[src/rtl/ru_dbg_pkg.sv]
// Shared definitions for the register-unit debug logic.
// Used by the dump reader, the register unit and the core halt logic.
package ru_dbg_pkg;

  localparam int unsigned NREGS = 32;
  localparam int unsigned AW    = 5;
  localparam int unsigned DW    = 32;

  typedef enum logic [2:0] {
    IDLE = 3'd0,
    HALT = 3'd1,
    READ = 3'd2,
    SEND = 3'd3,
    DONE = 3'd4
  } dr_state_t;

endpackage

[src/rtl/ru_dump_reader.sv]
// Read-side debug engine: halts the core, reads a wrapping range of registers
// through a spare read port and streams (index, value) pairs with an XOR checksum.
module ru_dump_reader
  import ru_dbg_pkg::*;
(
  input  logic          CLK,
  input  logic          RST_N,
  input  logic          DRstart,
  input  logic          DRabort,
  input  logic [AW-1:0] DRfirst,
  input  logic [AW-1:0] DRlast,
  output logic          DRhalt_req,
  input  logic          DRhalt_ack,
  output logic [AW-1:0] DRrs,
  input  logic [DW-1:0] DRrsdata,
  output logic          DRvalid,
  input  logic          DRready,
  output logic [AW-1:0] DRidx,
  output logic [DW-1:0] DRdata,
  output logic          DRbusy,
  output logic          DRdone,
  output logic [DW-1:0] DRchecksum
);

  dr_state_t     r_state;
  dr_state_t     w_next;
  logic [AW-1:0] r_idx;
  logic [AW-1:0] w_idx_next;
  logic [AW-1:0] r_count;
  logic [AW-1:0] w_count_next;
  logic [AW-1:0] r_rs;
  logic [AW-1:0] r_didx;
  logic [DW-1:0] r_data;
  logic [DW-1:0] r_ck;
  logic          r_halt_req;
  logic          r_valid;
  logic          r_busy;
  logic          r_done;
  logic          w_load;
  logic          w_capture;
  logic          w_accept;

  // Next state plus index/count updates; abort wins over any handshake.
  always_comb begin
    w_next       = r_state;
    w_idx_next   = r_idx;
    w_count_next = r_count;
    w_load       = 1'b0;
    w_capture    = 1'b0;
    w_accept     = 1'b0;
    case (r_state)
      IDLE: begin
        if (DRstart) begin
          w_next       = HALT;
          w_load       = 1'b1;
          w_idx_next   = DRfirst;
          w_count_next = AW'(DRlast - DRfirst);
        end
      end
      HALT: begin
        if (DRabort)         w_next = IDLE;
        else if (DRhalt_ack) w_next = READ;
      end
      READ: begin
        if (DRabort) begin
          w_next = IDLE;
        end else if (DRhalt_ack) begin
          w_capture = 1'b1;
          w_next    = SEND;
        end else begin
          w_next = HALT;
        end
      end
      SEND: begin
        if (DRabort) begin
          w_next = IDLE;
        end else if (DRready) begin
          w_accept = 1'b1;
          if (r_count == '0) begin
            w_next = DONE;
          end else begin
            w_idx_next   = AW'(r_idx + AW'(1));
            w_count_next = AW'(r_count - AW'(1));
            w_next       = READ;
          end
        end
      end
      DONE:    w_next = IDLE;
      default: w_next = IDLE;
    endcase
  end

  always_ff @(posedge CLK or negedge RST_N) begin
    if (!RST_N) r_state <= IDLE;
    else        r_state <= w_next;
  end

  // Outputs are decoded from the next state so they line up with the state register.
  always_ff @(posedge CLK or negedge RST_N) begin
    if (!RST_N) begin
      r_idx      <= '0;
      r_count    <= '0;
      r_rs       <= '0;
      r_didx     <= '0;
      r_data     <= '0;
      r_ck       <= '0;
      r_halt_req <= 1'b0;
      r_valid    <= 1'b0;
      r_busy     <= 1'b0;
      r_done     <= 1'b0;
    end else begin
      r_idx      <= w_idx_next;
      r_count    <= w_count_next;
      r_rs       <= (w_next == READ) ? w_idx_next : '0;
      r_halt_req <= (w_next == HALT) || (w_next == READ) || (w_next == SEND);
      r_valid    <= (w_next == SEND);
      r_busy     <= (w_next != IDLE);
      r_done     <= (w_next == DONE);
      if (w_capture) begin
        r_data <= DRrsdata;
        r_didx <= r_idx;
      end
      if (w_load)        r_ck <= '0;
      else if (w_accept) r_ck <= r_ck ^ r_data;
    end
  end

  assign DRhalt_req = r_halt_req;
  assign DRrs       = r_rs;
  assign DRvalid    = r_valid;
  assign DRidx      = r_didx;
  assign DRdata     = r_data;
  assign DRbusy     = r_busy;
  assign DRdone     = r_done;
  assign DRchecksum = r_ck;

endmodule

[config.mk]
export PLATFORM = sky130hd
export DESIGN_NAME = ru_dump_reader
export DESIGN_NICKNAME = d
export VERILOG_FILES = /design/src/rtl/ru_dbg_pkg.sv /design/src/rtl/ru_dump_reader.sv
export SDC_FILE = /design/constraint.sdc
export NUM_CORES = 1
export LEC_CHECK = 0
export CORE_MARGIN = 10
export CORE_UTILIZATION = 45
export CTS_BUF_LIST = sky130_fd_sc_hd__clkbuf_2 sky130_fd_sc_hd__clkbuf_4 sky130_fd_sc_hd__clkbuf_8
export DETAILED_ROUTE_END_ITERATION = 10
export GPL_TIMING_DRIVEN = 0
export PLACE_DENSITY = 0.77
export SETUP_SLACK_MARGIN = 0.05
export SKIP_CTS_REPAIR_TIMING = 1
export SKIP_LAST_GASP = 1
export SYNTH_ARGS = -nofsm -noshare
export SYNTH_HDL_FRONTEND = slang
export SYNTH_SLANG_ARGS = --single-unit
[constraint.sdc]
create_clock -name CLK -period 2.3 [get_ports CLK]
set_input_delay 0.345 -clock CLK [delete_from_list [all_inputs] [get_ports CLK]]
set_output_delay 0.345 -clock CLK [all_outputs]
set_load 0.02 [all_outputs]
==> summary.md <==
| Metric | Value |
|---|---|
| Result of the run | `complete, no violations` |
| Required time at the worst-slack endpoint | `2520 ps` |
| Internal power component | `3.687 mW` |
| Maximum clock insertion buffer count | `2` |
| Average size of a mapped cell | `11.53 µm²` |
| PwrDens | `991.5 nW/µm²` |
| FMAX | `502.2 MHz` |
| CTS tree | `yes` |
| Power dissipated by switching net loads | `1.985 mW` |
| Maximum vdd drop | `0.0006173 V` |
| Final hold viol count | `0` |
| CP endpoint kind | `register` |
| Number of detailed-routing iterations run before antenna repair | `4` |
| Total number of vias | `3,108` |
| Setup Skew | `11.95 ps` |
| Non-filler instance count after layout | `606` |
| Final-layout fill cell count | `714` |
| Pin slew with the least headroom to its limit | `550.6 ps` |
| Setup repair after global routing missed its margin | `no` |
| Number of design rule violations left after detail routing | `0` |
| Floorplan die height | `115.4 µm` |
| Count of boundary I/O pins | `126` |
| Switching Fraction | `0.3500` |
| Slowest cell on the critical path | `sky130_fd_sc_hd__or4b_4` |
| Global-route wire length before repair | `17,230 µm` |
| Clock net sink count | `91` |
| Buf+Inv Stages, Crit Path | `2` |
| CP max stage delay | `460 ps` |
| Met2 wirelength from detailed routing | `5111 µm` |
| Total CTS buffers | `9` |
| Cell with the most instances after synthesis | `sky130_fd_sc_hd__dfrtp_1` |
| Violation count after the first detailed-routing iteration | `87` |
| Antenna violations before repair | `0` |
| Clock group share of total power | `0.195` |
| Total area of sequential cells | `2277 µm²` |
| Amount of wire on met3 after detailed routing | `932 µm` |
| Yosys reg bits | `91` |
| Cells after DPL | `589` |
| Critical Path Start Type | `register` |
| Depth of the CTS H-tree | `3` |
| Routed via count divided by cell count | `5.129` |
| Layout-stage area growth over the synthesis result | `39.82%` |
| Cell area after placement | `5503 µm²` |
| Critical Path, Cell by Cell | `inv_1 -> ha_1 -> or4b_4 -> buf_6 -> o211a_1 -> o21ai_2 -> a21oi_1` |
| Cells after synthesis | `355` |
| Clock network latency to the later pin of the worst-skew pair | `360 ps` |
| Count of inserted antenna diode cells | `0` |
| Worst hold margin | `453.8 ps` |
| Final design instance area without fill | `5720 µm²` |
| Period utilization | `0.8657` |
| Count of buffers from port buffering | `125` |
| Dominant delay contributor by cell family on the critical path | `compound AO/OA/AOI/OAI gates` |
| Routed wire length per instance | `17.50 µm` |
| End-of-flow core utilization | `0.6496` |
| Async set or reset register ratio after synthesis | `1.000` |
| Leakage power of the design | `2.586 nW` |
| Effective utilization at floorplan | `0.4646` |
| Fraction of layout cells with a size suffix above 1 | `0.1586` |
| Fin nets | `549` |
| Final ANT Viol Nets | `0` |
| Syn Nets | `411` |
| HPWL Detailed | `8085 µm` |
| Final weighted congestion in routability-driven placement | `0.8328` |
| Top Metal Used | `met4` |
| Count of standard-cell rows | `34` |
| Routed WL | `10,610 µm` |
| Yosys warns | `0` |
| Area used by multi-input combinational logic | `1675 µm²` |
| Number of global-route vias before repair | `3,388` |
| GR Util All Layers | `0.1629` |
| Number of enable-type register cells in the synthesized netlist | `0` |
| Proportion of power drawn by flip-flops and latches | `0.416` |
| Hold Crit Class | `primary input to asynchronous set/reset pin` |
| Rel. slew slack | `0.6319` |
| Die X | `115.4 µm` |
| Largest net degree at the start of global routing | `65` |
| Worst endpoint data arrival time | `2220 ps` |
| Root Buffer Master | `sky130_fd_sc_hd__clkbuf_8` |
| Number of max-capacitance violations reported | `0` |
| Biggest area consumer among synthesized cells | `sky130_fd_sc_hd__dfrtp_1` |
| Die area | `13,310 µm²` |
| Library cells used by synthesis | `45` |
| Routed metal-1 wire length | `4408 µm` |
| Combined area of all synthesized cells | `4091 µm²` |
| Proportion of netlist area held by the largest area contributor | `0.5566` |
| Share of synthesized area occupied by flip-flops and latches | `0.5566` |
| Total setup violations reported at the end of the flow | `0` |
| Final count of pins violating max slew | `0` |
| Logic pwr share | `0.389` |
| Remaining global-route overflow | `0` |
| Most instantiated cells after synthesis | `sky130_fd_sc_hd__dfrtp_1 (91), sky130_fd_sc_hd__nor2_1 (42), sky130_fd_sc_hd__nand3_1 (40)` |
| Clock slew at the register clock pins of the worst setup and hold paths | `80 ps` |
| Area contributors post-synth | `sky130_fd_sc_hd__dfrtp_1 (56%), sky130_fd_sc_hd__mux2_2 (11%), sky130_fd_sc_hd__xor2_1 (7.3%), sky130_fd_sc_hd__nand3_1 (4.9%), sky130_fd_sc_hd__nor2_1 (3.9%)` |
| Predominant post-synthesis flop cell | `sky130_fd_sc_hd__dfrtp_1` |
| Core Area | `8806 µm²` |
| Class of the most critical setup path | `register to register` |
| Peak fanout along the critical path | `9` |
| Post-layout minimum cycle time | `1991 ps` |
-- path summary, 6_finish.rpt --
path	slack [ps]	depth (start not counted)	start	to
worst min register to register	520	1	DRidx[3]	DRidx[3]
worst min-delay path	450	2	RST_N	r_count[0]
max in group asynchronous	1220	3	RST_N	DRdata[4]
min in group CLK	520	1	DRidx[3]	DRidx[3]
worst max register to register	310	7	r_count[0]	DRrs[0]
worst max-delay path	310	7	r_count[0]	DRrs[0]
-- kinds of logic after synthesis --
family	Yosys count	synth area share
multiplexers	41	0.1122
buffers and inverters	31	0.03394
XOR/XNOR	37	0.07921
adder cells (fa/ha/maj)	8	0.02630
flip-flops	91	0.5566
AO/OA/AOI/OAI	31	0.05505
AND/OR/NAND/NOR	116	0.1367
-- registers in the layout, indices dropped and copies added, names as in the netlist --
register / count
DRidx: 5
r_state: 3
DRdone: 1
DRchecksum: 32
DRvalid: 1
DRdata: 32
r_idx: 5
DRbusy: 1
DRrs: 5
DRhalt_req: 1
r_count: 5
-- worst reg2reg max path, delay by kind of cell, from the launching register on --
kind	cells	cell delay, ps
AO/OA/AOI/OAI	3	590
adder cells (fa/ha/maj)	1	150
buffers and inverters	2	270
flip-flops	1	400
AND/OR/NAND/NOR	1	460
-- power by group through the flow --
stage	clock, mW	sequential, mW	combinational, mW
2_1_floorplan	0	2.76	0.770
5_1_grt	1.22	2.43	2.38
4_1_cts	1.14	2.36	2.24
3_5_place_dp	0	2.40	2.23
6_report	1.11	2.36	2.20
3_3_place_gp	0	2.37	2.18
-- per-stage QoR --
stage | setup TNS [ps] | worst slack [ps] | power, mW
floorplan | 0 | 525.1 | 3.526
global placement | -220430 | -2427 | 4.555
detailed placement | -136.3 | -23.85 | 4.624
CTS | 0 | 306.0 | 5.740
global route | 0 | 175.4 | 6.026
finish | 0 | 308.8 | 5.672
-- layout by cell type, fill, tap and decap left out, types with 2 or more instances in the layout --
| cell type | instances |
|---|---|
| sky130_fd_sc_hd__clkdlybuf4s50_1 | 124 |
| sky130_fd_sc_hd__dfrtp_1 | 91 |
| sky130_fd_sc_hd__nor2_1 | 42 |
| sky130_fd_sc_hd__nand3_1 | 40 |
| sky130_fd_sc_hd__mux2_2 | 39 |
| sky130_fd_sc_hd__xor2_1 | 34 |
| sky130_fd_sc_hd__nand2_1 | 16 |
| sky130_fd_sc_hd__buf_2 | 12 |
| sky130_fd_sc_hd__inv_1 | 11 |
| sky130_fd_sc_hd__clkbuf_8 | 10 |
| sky130_fd_sc_hd__a21oi_1 | 7 |
| sky130_fd_sc_hd__ha_1 | 7 |
| sky130_fd_sc_hd__a31oi_1 | 6 |
| sky130_fd_sc_hd__clkbuf_1 | 6 |
| sky130_fd_sc_hd__o21ai_0 | 5 |
| sky130_fd_sc_hd__nand2b_1 | 3 |
| sky130_fd_sc_hd__xnor2_1 | 3 |
| sky130_fd_sc_hd__a22o_1 | 2 |
| sky130_fd_sc_hd__nand3b_1 | 2 |
| sky130_fd_sc_hd__mux2i_1 | 2 |
| sky130_fd_sc_hd__clkinv_4 | 2 |
| sky130_fd_sc_hd__clkinvlp_4 | 2 |
-- area by class of cell --
type | instances | area share
tap | 108 | 0.02362
timing repair buffer | 127 | 0.2248
inverter | 11 | 0.007218
multi-input combinational | 233 | 0.2929
buffer | 20 | 0.01706
clock inverter | 5 | 0.01094
clock buffer | 11 | 0.02537
sequential | 91 | 0.3981
-- routing by layer --
| layer | vias to the layer above | track usage |
|---|---|---|
| met5 | - | 0 |
| met4 | 0 | 0.06503 |
| met3 | 9 | 0.05573 |
| met2 | 93 | 0.2593 |
| met1 | 1521 | 0.1992 |
| li1 | 1485 | - |
No activity file was read; power rests on OpenSTA's default activity.
